<file path="src/rtl/latch_wr_seq_pkg.sv">
// ============================================================================
//  latch_wr_seq_pkg
//  Shared types and constants for the latch write sequencer.
//  Revision: 1.0 - initial release
// ============================================================================
`default_nettype none

package latch_wr_seq_pkg;

    // Sequencer phases: address/data setup, enable pulse, data hold
    typedef enum logic [1:0] {
        IDLE  = 2'd0,
        SETUP = 2'd1,
        OPEN  = 2'd2,
        HOLD  = 2'd3
    } state_t;

    // Fixed phase lengths around the enable pulse
    localparam int SETUP_CYC = 1;
    localparam int HOLD_CYC  = 1;

    // Width of the enable-pulse duration counter
    localparam int CNT_W = 3;

endpackage : latch_wr_seq_pkg

`default_nettype wire

</file>
<file path="src/rtl/latch_wr_seq_cnt.sv">
// ============================================================================
//  latch_wr_seq_cnt
//  Loadable down-counter with zero flag; saturates at zero (never wraps).
//  Revision: 1.0 - initial release
// ============================================================================
`default_nettype none

module latch_wr_seq_cnt
    import latch_wr_seq_pkg::*;
(
    input  logic             CLK,
    input  logic             RST,
    input  logic             load_i,
    input  logic [CNT_W-1:0] load_val_i,
    input  logic             dec_i,
    output logic             zero_o
);

    logic [CNT_W-1:0] count_q;
    logic [CNT_W-1:0] count_d;

    // Next count: load has priority, decrement only while non-zero
    always_comb begin
        count_d = count_q;
        if (load_i) begin
            count_d = load_val_i;
        end else if (dec_i && (count_q != '0)) begin
            count_d = count_q - 1'b1;
        end
    end

    // Count register, cleared asynchronously
    always_ff @(posedge CLK or posedge RST) begin
        if (RST) begin
            count_q <= '0;
        end else begin
            count_q <= count_d;
        end
    end

    assign zero_o = (count_q == '0);

endmodule : latch_wr_seq_cnt

`default_nettype wire

</file>
<file path="src/rtl/latch_wr_seq.sv">
// ============================================================================
//  latch_wr_seq
//  Sequences writes into an array of transparent latches: presents data,
//  waits one setup cycle, pulses the one-hot enable for PULSE_CYC cycles,
//  holds data one more cycle, then signals completion.
//  Revision: 1.0 - initial release
// ============================================================================
`default_nettype none

module latch_wr_seq
    import latch_wr_seq_pkg::*;
#(
    parameter int WIDTH     = 8,
    parameter int WORDS     = 6,
    parameter int AW        = 3,
    parameter int PULSE_CYC = 2
) (
    input  logic             CLK,
    input  logic             RST,
    input  logic             REQ_VALID,
    output logic             REQ_READY,
    input  logic [AW-1:0]    REQ_ADDR,
    input  logic [WIDTH-1:0] REQ_DATA,
    output logic [WIDTH-1:0] LAT_D,
    output logic [WORDS-1:0] LAT_E,
    output logic             DONE,
    output logic             ERR
);

    // One extra bit so WORDS == 2**AW still fits for the range compare
    localparam logic [AW:0]      WORDS_C  = (AW+1)'(WORDS);
    localparam logic [WORDS-1:0] ONEHOT_C = WORDS'(1);
    localparam logic [CNT_W-1:0] PULSE_LD = CNT_W'(PULSE_CYC - 1);

    state_t           state_q;
    logic [AW-1:0]    addr_q;
    logic [WIDTH-1:0] lat_d_q;
    logic [WORDS-1:0] lat_e_q;
    logic             ready_q;
    logic             done_q;
    logic             err_q;

    logic             hs;
    logic             addr_ok;
    logic             cnt_load;
    logic             cnt_dec;
    logic             cnt_zero;

    assign hs       = REQ_VALID && ready_q;
    assign addr_ok  = ({1'b0, REQ_ADDR} < WORDS_C);

    // Counter is armed while in SETUP so it is loaded on entry to OPEN
    assign cnt_load = (state_q == SETUP);
    assign cnt_dec  = (state_q == OPEN) && !cnt_zero;

    latch_wr_seq_cnt u_cnt (
        .CLK        (CLK),
        .RST        (RST),
        .load_i     (cnt_load),
        .load_val_i (PULSE_LD),
        .dec_i      (cnt_dec),
        .zero_o     (cnt_zero)
    );

    // Sequencer FSM; every output is a flop so latch pins see no glitches
    always_ff @(posedge CLK or posedge RST) begin
        if (RST) begin
            state_q <= IDLE;
            addr_q  <= '0;
            lat_d_q <= '0;
            lat_e_q <= '0;
            ready_q <= 1'b0;
            done_q  <= 1'b0;
            err_q   <= 1'b0;
        end else begin
            done_q <= 1'b0;
            err_q  <= 1'b0;
            case (state_q)
                IDLE: begin
                    ready_q <= 1'b1;
                    if (hs) begin
                        if (addr_ok) begin
                            addr_q  <= REQ_ADDR;
                            lat_d_q <= REQ_DATA;
                            ready_q <= 1'b0;
                            state_q <= SETUP;
                        end else begin
                            // Out-of-range target: report and stay ready
                            err_q <= 1'b1;
                        end
                    end
                end
                SETUP: begin
                    lat_e_q <= ONEHOT_C << addr_q;
                    state_q <= OPEN;
                end
                OPEN: begin
                    if (cnt_zero) begin
                        lat_e_q <= '0;
                        state_q <= HOLD;
                    end
                end
                HOLD: begin
                    done_q  <= 1'b1;
                    ready_q <= 1'b1;
                    state_q <= IDLE;
                end
                default: begin
                    lat_e_q <= '0;
                    ready_q <= 1'b0;
                    state_q <= IDLE;
                end
            endcase
        end
    end

    assign REQ_READY = ready_q;
    assign LAT_D     = lat_d_q;
    assign LAT_E     = lat_e_q;
    assign DONE      = done_q;
    assign ERR       = err_q;

endmodule : latch_wr_seq

`default_nettype wire

</file>
<file path="config.mk">
export PLATFORM = sky130hd
export DESIGN_NAME = latch_wr_seq
export DESIGN_NICKNAME = d
export VERILOG_FILES = /design/src/rtl/latch_wr_seq_pkg.sv /design/src/rtl/latch_wr_seq_cnt.sv /design/src/rtl/latch_wr_seq.sv
export SDC_FILE = /design/constraint.sdc
export NUM_CORES = 1
export LEC_CHECK = 0
export CORE_MARGIN = 1
export CORE_UTILIZATION = 50
export DETAILED_ROUTE_END_ITERATION = 7
export GPL_TIMING_DRIVEN = 0
export HOLD_SLACK_MARGIN = 0.03
export PLACE_DENSITY = 0.9
export SLEW_MARGIN = 30
export SYNTH_ARGS = -nofsm -noshare
export SYNTH_HDL_FRONTEND = slang
export SYNTH_HIERARCHICAL = 1
export SYNTH_SLANG_ARGS = --single-unit
</file>
<file path="constraint.sdc">
create_clock -name CLK -period 3.8 [get_ports CLK]
set_input_delay 0.76 -clock CLK [delete_from_list [all_inputs] [get_ports CLK]]
set_output_delay 0.76 -clock CLK [all_outputs]
set_load 0.02 [all_outputs]
</file>
Word level (Yosys, flattened, before mapping). Index checks and enable logic that the tools add are counted.

Register bits after elaboration: 25. Input port bits: 14. Word-level logic and storage cells: 44.

$add $sub $neg: 1. Magnitude comparators: 1. Equality and inequality tests: 6. Shift operators: 1. Mux-type cells: 14. Reductions and logical operators: 13.

Operator list (number): 6-bit one-hot mux with 2 select lines (1); 2-bit one-hot mux with 4 select lines (1); 2-bit two-way mux (3); 3-bit two-way mux (2); 6-bit two-way mux (1); 2-bit != test (second input constant) (3); 3-bit AND reduction (2); 2-bit nonzero test (3); 1-bit by 3-bit << shifter with 6-bit output (first input constant) (1); 1-bit two-way mux (5); 2-bit equality test (second input constant) (2); 1-bit logical AND (3); 3-bit zero test (1); 3-bit < comparator (second input constant) (1); 3-bit nonzero test (1); 3-bit by 1-bit subtractor with 3-bit output (second input constant) (1); 2-bit by 1-bit equality test with 1-bit output (second input constant) (1); 2-bit zero test (1); 1-bit one-hot mux with 2 select lines (1); 2-bit AND reduction (1); 1-bit zero test (1).

Longest topological paths before layout. Gate-level depths: netlist of run 1.

Word-level depth: 6. Mapped depth: 6.

By module. The synthesis of run 1 kept the hierarchy.

By module, submodules not included: latch_wr_seq (times used 1, cells an instance 76, area each 918.4 µm²); latch_wr_seq_cnt (times used 1, cells an instance 20, area each 211.5 µm²).

Least setup slack after synthesis of run 1. OpenSTA, ideal clock, no wires.

Path kind: input-to-reg. Start: in REQ_VALID. End: reg lat_d_q[0] (netlist: LAT_D[0]). Library setup time: 125 ps. Data arrival time: 1491 ps. Path slack: 2184 ps. Stages on the path: 4. Path buffers: 1. Path through: nand3_1 nand2b_1 buf_2 mux2_2.

Cells in the longest elaborated chain, start to end: 2.

Ends and longest elaborated chain: start: declaration (RTL line latch_wr_seq.sv:20) `input logic REQ_VALID,`; 1-bit logical AND (RTL line latch_wr_seq.sv:49) `assign hs = REQ_VALID && ready_q;`; 3-bit AND reduction (no line); end signal: assignment (RTL line latch_wr_seq.sv:70) `lat_d_q <= '0;`; end signal: assignment (RTL line latch_wr_seq.sv:84) `lat_d_q <= REQ_DATA;`; end: declaration (RTL line latch_wr_seq.sv:37) `logic [WIDTH-1:0] lat_d_q;`.

No other way between the ends. A chain may end at the register's enable or synchronous reset.

Worst setup path in the final report of run 1.
Start: reg ready_q (netlist: REQ_READY). End: out REQ_READY.

RTL lines: start: declaration (RTL line latch_wr_seq.sv:39) `logic ready_q;`; start signal: assignment (RTL line latch_wr_seq.sv:72) `ready_q <= 1'b0;`; start signal: assignment (RTL line latch_wr_seq.sv:80) `ready_q <= 1'b1;`; start signal: assignment (RTL line latch_wr_seq.sv:85) `ready_q <= 1'b0;`; end: declaration (RTL line latch_wr_seq.sv:21) `output logic REQ_READY,`.

No word-level cell between the ends.

==> impl_metrics.ini, run 1 <==
[clock_network]
clock-sinks = 25
clockRootBuffer = clkbuf_4
cts_tree = yes
h-tree-depth = 1
postCtsResizedCells = 0
ctsHoldBuffers = 0
worstSkewPairLatency_ns = 0.31
clk_path_buf_depth = 2
clk_pin_slew_worst_paths_ns = 0.12
numCtsBuffers = 3
post-cts-setup-buffers = 0

[hold_path]
hold_path_startpoint = LAT_E[4]
worstHoldPathType = flop to flop

[routing]
drt-wirelength-per-cell_um = 13.8
wl_mm = 2.18
drtPass1Iterations = 4
vias = 806
drt_iter0_markers = 21
ant_nets = 0
via_per_inst = 5.10
drc = 0

[finish]
final_util_pct = 73.2
stdcell_area_um2 = 1490
regArea_um2 = 626
fill_cells = 142
antennaDiodeCount = 0
instances_no_fill = 158
layout-drive-gt1-share_pct = 13.0
multi_input_area_um2 = 458
fin_nets = 152
area_delta_synth_final_pct = 32.2

[synthesis]
synthDistinctLibCells = 24
synth.avg_cell_area_um2 = 11.8
synth.top_cell.area_share_pct = 55.4
synthXorXnorAreaFrac_pct = 0
synth_top_family_by_area = simple AND/OR/NAND/NOR gates
ys_warn_count = 6
synth-seq-area-share_pct = 55.4
synthTopCellsByArea = dfrtp_1, mux2_2, ha_1
synth_compound_area_share_pct = 7.86
synth.mux.area_fraction_pct = 11.2
syn_area_um2 = 1130
synth_top_cell_by_area = dfrtp_1
syn_inst = 96
synthSimpleGateAreaFrac_pct = 13.8
synthAdderAreaFrac_pct = 6.64
yosys_register_bits = 25

[power_and_ir_drop]
netSwitchingFraction_pct = 38.4
power_frac_seq_pct = 37.6
intPower_mw = 0.770
share_comb_of_total_power_pct = 53.2
clock_power_share_pct = 9.2
p_switching_mw = 0.480
p_per_area_nw_per_um2 = 837
ir_worst_vdd_v = 0.000533
p_leak_nw = 0.674
power_mw = 1.25

[global_routing]
grt_pass1_vias = 807
overflow = 0
grt_usage_pct = 19.8
grt_max_degree = 23
antenna_found_initial = 0
grt_pass1_wl_mm = 3.56

[floorplanning]
die_width_um = 49.5
die_area_um2 = 2450
initial_core_util_pct = 55.3
std_cell_rows = 16
core_um2 = 2040
io_pins = 31
die_h_um = 49.5

[timing]
skew_ns = 0.00324
hold_violations = 0
timing.setup.tns_ns = 0
slew_viol_final = 0
rsz0062_at_grt = no
fin_crit_sh_pct = 55.4
final.min_clock_period_ns = 2.11
tightest_slew_ns = 0.815
relSlewSlack_pct = 45.6
max_freq_mhz = 475
setup-violations-final = 0

[setup_path]
cp_max_fo = 4
cp.arrival_ns = 1.35
critPathSlowestCell = clkdlybuf4s50_1
critPathBufInv = 1
start_kind = flop
timing.rr.start = u_cnt/count_q[0]
critPathTopFamily = buffers and inverters
critPathLaunch = REQ_READY
worst-setup-path-type = flop to primary output
cpPeakStageDelay_ns = 0.62
critPathRequiredTime_ns = 3.04
cp-end-kind = primary output
path_cells = clkdlybuf4s50_1

[flow_run]
maxCapViolations = 0

[status]
status = finished clean

[placed_design]
io_buffers = 30
dpl.cell_count = 154
place_congestion = 0.712
placed_cell_area_um2 = 1470
dp_hpwl_mm = 1.74
==> layout make-up <==
class	count	area share, %
Buffer	2	1.09
Inverter	9	2.26
Timing Repair Buffer	30	20.1
Multi-Input combinational cell	61	30.7
Clock buffer	4	1.76
Sequential cell	25	41.9
Tap cell	27	2.26
==> synthesized netlist by cell type <==
cell and number:
o22a_1 1, o31ai_1 1, a221o_1 3, nor3_1 1
mux2_2 10, inv_1 9, nor2_1 8, nand3_1 3
nor4b_1 4, ha_1 6, a21oi_1 2, nand2b_1 2
and2b_4 1, o21ai_1 2, mux2i_2 1, nand2_1 6
nor2b_1 3, o21ai_0 1, conb_1 2, buf_6 1
dfrtp_1 25, buf_2 1, or4_1 1, a22o_1 2
==> final timing paths <==
| path | to | slack (ns) | cells after the start |
|---|---|---|---|
| worst min register to register | LAT_E[4] | 0.50 | 2 |
| max in group asynchronous | addr_q[0] | 2.37 | 2 |
| worst min-delay path | LAT_E[4] | 0.50 | 2 |
| worst max register to register | LAT_E[5] | 2.00 | 6 |
| worst max-delay path | REQ_READY | 1.69 | 1 |
| min in group asynchronous | u_cnt/count_q[0] | 0.62 | 2 |
==> per-layer routing <==
| layer | track usage [%] | part of all wire (%) | wire length (um) |
|---|---|---|---|
| met4 | 10.0 | 2.1 | 46 |
| met1 | 22.8 | 41 | 898 |
| met3 | 1.85 | 2.2 | 49 |
| met2 | 36.0 | 54 | 1190 |
| met5 | 0 | 0 | 0 |
==> cells in the final DEF (no fill, tap or decap) <==
cell type        Yosys  routed
nand2_1              6       6
nand2b_1             2       2
nor3_1               1       1
clkdlybuf4s50_1      0      30
inv_1                9       9
or4_1                1       1
a21oi_1              2       2
buf_2                1       1
nand3_1              3       3
nor2b_1              3       3
o21ai_0              1       1
o31ai_1              1       1
nor2_1               8       8
buf_6                1       1
clkbuf_1             0       1
a221o_1              3       3
o22a_1               1       1
o21ai_1              2       2
dfrtp_1             25      25
mux2i_2              1       1
ha_1                 6       6
and2b_4              1       1
clkbuf_4             0       3
nor4b_1              4       4
a22o_1               2       2
mux2_2              10      10
conb_1               2       3
==> power groups by stage <==
| stage | sequential, mW | clock [mW] | combinational, mW |
|---|---|---|---|
| final | 0.470 | 0.115 | 0.665 |
| after global routing | 0.485 | 0.126 | 0.722 |
| after CTS | 0.470 | 0.117 | 0.672 |
| after detailed placement | 0.477 | 0 | 0.671 |
| after global placement | 0.463 | 0 | 0.632 |
| after floorplan | 0.553 | 0 | 0.337 |
==> logic make-up (layout without fill, tap and decap cells) <==
family / Yosys count / after routing
simple gates: 29 / 29
buf+inv: 11 / 45
fa+ha+maj: 6 / 6
mux: 11 / 11
compound gates: 12 / 12
other cells: 2 / 3
flops: 25 / 25
==> flip-flops by register name, indices dropped and copies added (netlist names) <==
| name | flops |
|---|---|
| DONE | 1 |
| state_q | 2 |
| LAT_E | 6 |
| REQ_READY | 1 |
| ERR | 1 |
| addr_q | 3 |
| u_cnt/count_q | 3 |
| LAT_D | 8 |
==> stage by stage <==
stage / hold WS, ns / setup slack [ns]
after global placement: 0.467 / 1.68
after floorplan: 0.473 / 2.18
after CTS: 0.505 / 1.68
after global routing: 0.539 / 1.65
final: 0.503 / 1.69
after detailed placement: 0.477 / 1.62
No activity file was read; power rests on OpenSTA's default activity.
==> run 2: changes to the inputs <==
--- a/config.mk
+++ b/config.mk
@@ -6,11 +6,11 @@
 export NUM_CORES = 1
 export LEC_CHECK = 0
 export CORE_MARGIN = 1
-export CORE_UTILIZATION = 50
+export CORE_UTILIZATION = 46
 export DETAILED_ROUTE_END_ITERATION = 7
 export GPL_TIMING_DRIVEN = 0
 export HOLD_SLACK_MARGIN = 0.03
-export PLACE_DENSITY = 0.9
+export PLACE_DENSITY = 0.84
 export SLEW_MARGIN = 30
 export SYNTH_ARGS = -nofsm -noshare
 export SYNTH_HDL_FRONTEND = slang
==> constraint.sdc (replaced) <==
create_clock -name CLK -period 2.2 [get_ports CLK]
set_input_delay 0.44 -clock CLK [delete_from_list [all_inputs] [get_ports CLK]]
set_output_delay 0.44 -clock CLK [all_outputs]
set_load 0.02 [all_outputs]
==> run 2 against run 1 <==
Against the previous run:
- non-clock buffer count stayed put
- clock power up 83%
- total power increased by 73%
- worst hold slack worse by 0.21 ns
- via count increased by 0.87%
- largest cell class unchanged
==> impl_metrics.ini, run 2 (synthesis gave the netlist of run 1 again) <==
[global_routing]
use_met3_pct = 7.31
grt_pass1_vias = 889
busiest_layer = met2
overflow = 0
grtUsageMet1_pct = 20.3
use_met2_pct = 33.1
grt_max_degree = 23
antenna_found_initial = 0
grt_pass1_wl_mm = 3.67
grt_usage_pct = 19.0

[floorplanning]
core_um2 = 2250
die_h_um = 51.6
io_pins = 31
die_width_um = 51.6
std_cell_rows = 17
initial_core_util_pct = 50.1
die_area_um2 = 2660

[placed_design]
dpl.cell_count = 155
io_buffers = 30
dp_hpwl_mm = 1.60
place_congestion = 0.700
placed_cell_area_um2 = 1470
pre_cts_slack_ns = 0.349

[timing]
skew_ns = 0.00236
fin_crit_sh_pct = 82.2
tightest_slew_ns = 0.813
timing.setup.tns_ns = 0
max_freq_mhz = 553
hold_ws_ns = 0.289
rsz0062_at_grt = no
setup_ws_ns = 0.391
final.min_clock_period_ns = 1.81
setup-violations-final = 0
relSlewSlack_pct = 45.7
slew_viol_final = 0
hold_violations = 0

[clock_network]
ctsHoldBuffers = 0
clock-sinks = 25
clk_pin_slew_worst_paths_ns = 0.13
worstSkewPairLatency_ns = 0.32
clk_path_buf_depth = 2
numCtsBuffers = 3
h-tree-depth = 1
cts_tree = yes
postCtsResizedCells = 0
clockRootBuffer = clkbuf_4
post-cts-setup-buffers = 0

[finish]
stdcell_area_um2 = 1500
fin_nets = 152
antennaDiodeCount = 0
layout-drive-gt1-share_pct = 13.0
final_util_pct = 66.3
final_common_cell = clkdlybuf4s50_1
regArea_um2 = 626
largest_reg_flops = 8
area_delta_synth_final_pct = 32.3
instances_no_fill = 159
mostFrequentLayoutCells = clkdlybuf4s50_1, dfrtp_1, mux2_2, inv_1, nor2_1
multi_input_area_um2 = 458
fill_cells = 189

[routing]
wl_mm = 2.08
drt_iter0_markers = 3
vias = 813
drt-wirelength-per-cell_um = 13.1
ant_nets = 0
drc = 0
via_per_inst = 5.11
drtPass1Iterations = 4

[setup_path]
timing.rr.start = u_cnt/count_q[0]
cp-end-kind = primary output
critPathRequiredTime_ns = 1.76
ff2ff_path_depth = 6
reg2reg_to = u_cnt/count_q[2]
cpPeakStageDelay_ns = 0.63
regToRegSetupSlack_ns = 0.42
critPathSlowestCell = clkdlybuf4s50_1
worst-setup-path-type = flop to primary output
critPathBufInv = 1
start_kind = flop
cp.arrival_ns = 1.37
cp_max_fo = 4
path_cells = clkdlybuf4s50_1
critPathTopFamily = buffers and inverters

[power_and_ir_drop]
ir_worst_vdd_v = 0.000865
power_mw = 2.16
p_leak_nw = 0.674
p_per_area_nw_per_um2 = 1440

[hold_path]
worstHoldPathType = input port to asynchronous set/reset pin

[status]
status = finished clean

[flow_run]
maxCapViolations = 0
-- run 2: cell counts in the layout (fill, tap and decap cells not counted) --
Identical to the previous run, type by type.
-- run 2: metal layers --
layer / part of all wire (%) / up-vias
met5: 0 / -
li1: - / 394
met4: 1.7 / 0
met1: 42 / 386
met2: 48 / 28
met3: 8.6 / 5
-- run 2: final cells by class --
type	instances	share of cell area (%)
tap	28	2.34
clock buffer	4	1.76
timing repair buffer	30	20.1
sequential	25	41.8
multi-input combinational	61	30.6
inverter	9	2.26
buffer	2	1.09
-- run 2: worst register-to-register path: stages (launching register included) --
cell and delay, ns:
dfrtp_1 0.40, inv_1 0.05, ha_1 0.20, ha_1 0.25, nor2b_1 0.31, nand2b_1 0.16
a221o_1 0.31
-- run 2: worst max-delay path by stage --
stage | cells after the start | slack (ns) | startpoint | to
final | 1 | 0.39 | REQ_READY | REQ_READY
after global routing | 6 | 0.27 | u_cnt/count_q[0] | LAT_E[1]
after CTS | 1 | 0.38 | REQ_READY | REQ_READY
after detailed placement | 5 | 0.35 | REQ_VALID | LAT_D[0]
after global placement | 5 | 0.39 | REQ_VALID | LAT_D[1]
after floorplan | 6 | 0.65 | u_cnt/count_q[0] | LAT_E[0]
-- run 2: power breakdown --
part	switching, mW	internal [mW]
clock network	0.139	0.0711
registers	0.139	0.668
logic	0.548	0.591
total	0.827	1.33
==> run 3: changes to the inputs <==
==> constraint.sdc (replaced) <==
create_clock -name CLK -period 1.8 [get_ports CLK]
set_input_delay 0.36 -clock CLK [delete_from_list [all_inputs] [get_ports CLK]]
set_output_delay 0.36 -clock CLK [all_outputs]
set_load 0.02 [all_outputs]
==> run 3 against run 2 <==
Against the previous run:
- worst hold slack got worse by 0.077 ns
- core utilization is 0.89 points higher
- sequential share of layout area decreased by 0.55 points
- critical path type unchanged
- largest power group unchanged
==> impl_metrics.ini, run 3 (synthesis gave the netlist of run 1 again) <==
[floorplanning]
io_pins = 31
initial_core_util_pct = 50.1
core_um2 = 2250
die_width_um = 51.6
die_h_um = 51.6
std_cell_rows = 17
die_area_um2 = 2660

[clock_network]
numCtsBuffers = 3
worstSkewPairLatency_ns = 0.32
clockRootBuffer = clkbuf_4
h-tree-depth = 1
cts_tree = yes
clock-sinks = 25
clk_path_buf_depth = 2
clk_pin_slew_worst_paths_ns = 0.13

[power_and_ir_drop]
clock_power_share_pct = 9.4
share_comb_of_total_power_pct = 54.0
netSwitchingFraction_pct = 38.4
power_frac_seq_pct = 36.6
p_switching_mw = 1.04
p_per_area_nw_per_um2 = 1780
ir_worst_vdd_v = 0.00107
intPower_mw = 1.66
p_leak_nw = 0.673
power_mw = 2.70

[finish]
layout-drive-gt1-share_pct = 16.0
mostFrequentLayoutCells = clkdlybuf4s50_1, dfrtp_1, mux2_2, inv_1, nor2_1
area_delta_synth_final_pct = 34.1
fill_cells = 191
fin_nets = 152
final_util_pct = 67.2
regArea_um2 = 626
final_common_cell = clkdlybuf4s50_1
multi_input_area_um2 = 478
largest_reg_flops = 8
antennaDiodeCount = 0

[timing]
relSlewSlack_pct = 45.4
timing.setup.tns_ns = 0
fin_crit_sh_pct = 96.4
final.min_clock_period_ns = 1.74
tightest_slew_ns = 0.818
hold_violations = 0
skew_ns = 0.00306
hold_ws_ns = 0.213
slew_viol_final = 0
max_freq_mhz = 576
setup-violations-final = 0

[global_routing]
grt_usage_pct = 19.0
antenna_found_initial = 0
overflow = 0
grt_pass1_vias = 889
grt_pass1_wl_mm = 3.67
grt_max_degree = 23

[setup_path]
worst-setup-path-type = flop to primary output
cp.arrival_ns = 1.38
critPathRequiredTime_ns = 1.44
cpPeakStageDelay_ns = 0.63
path_cells = clkdlybuf4s50_1
cp_max_fo = 4
critPathTopFamily = buffers and inverters
cp-end-kind = primary output
critPathBufInv = 1
start_kind = flop
critPathSlowestCell = clkdlybuf4s50_1

[routing]
via_per_inst = 5.09
ant_nets = 0
wl_met1_um = 848
dr_wl_met3_um = 178
drc = 0
wl_mm = 2.15
route.met2.wl_mm = 1.08
vias = 810
drtPass1Iterations = 2
drt_iter0_markers = 3
drt-wirelength-per-cell_um = 13.5
routed.top_layer = met4

[placed_design]
dp_hpwl_mm = 1.60
place_congestion = 0.700
io_buffers = 30

[status]
status = finished clean

[hold_path]
worstHoldPathType = input port to asynchronous set/reset pin

[flow_run]
maxCapViolations = 0
## run 3: path summary, 6_finish.rpt
path / startpoint / end / slack, ns / cells after the start
setup / recovery: REQ_READY / REQ_READY / 0.06 / 1
hold / removal: RST / u_cnt/count_q[2] / 0.21 / 2
setup reg to reg: state_q[0] / LAT_D[0] / 0.11 / 6
hold reg to reg: LAT_E[3] / LAT_E[3] / 0.50 / 2
max in group asynchronous: RST / REQ_READY / 0.78 / 2
min in group CLK: LAT_E[3] / LAT_E[3] / 0.50 / 2
## run 3: per-stage QoR
| step | std cells | area (um^2) | setup slack (ns) |
|---|---|---|---|
| 2_1_floorplan | 97 | 1130 | 0.250 |
| 3_3_place_gp | 155 | 1470 | 0.0731 |
| 3_5_place_dp | 155 | 1470 | 0.0289 |
| 4_1_cts | 159 | 1500 | 0.0337 |
| 5_1_grt | 159 | 1520 | -0.00116 |
| 6_report | 159 | 1520 | 0.0646 |
## run 3: worst register-to-register path: cells and delay by family, from the launching register on
family        cells  cell delay [ns]
flops             1             0.42
mux               1             0.37
buf+inv           2             0.30
fa+ha+maj         1             0.25
simple gates      2             0.25
## run 3: layer usage
layer | global-route usage [%] | up-vias
met5 | 0 | -
met2 | 33.1 | 28
met3 | 7.31 | 5
met4 | 8.11 | 0
met1 | 20.3 | 384
li1 | - | 393
## run 3: power groups by stage
| stage | sequential [mW] | combinational, mW | clock (mW) |
|---|---|---|---|
| after floorplan | 1.17 | 0.712 | 0 |
| after global placement | 0.979 | 1.34 | 0 |
| after detailed placement | 1.00 | 1.40 | 0 |
| after CTS | 0.987 | 1.41 | 0.259 |
| after global routing | 1.02 | 1.59 | 0.278 |
| final | 0.988 | 1.45 | 0.253 |
## run 3: layout make-up
type / count / share of cell area, %
Buffer: 2 / 1.07
Clock buffer: 4 / 1.73
Inverter: 9 / 2.23
Multi-Input combinational cell: 61 / 31.5
Sequential cell: 25 / 41.3
Tap cell: 28 / 2.31
Timing Repair Buffer: 30 / 19.8
## run 3: what timing repair did
item	CTS	global route
resized for setup	0	5
buffers inserted	0	0
hold buffers	0	0
endpoints found under the setup margin	0	8
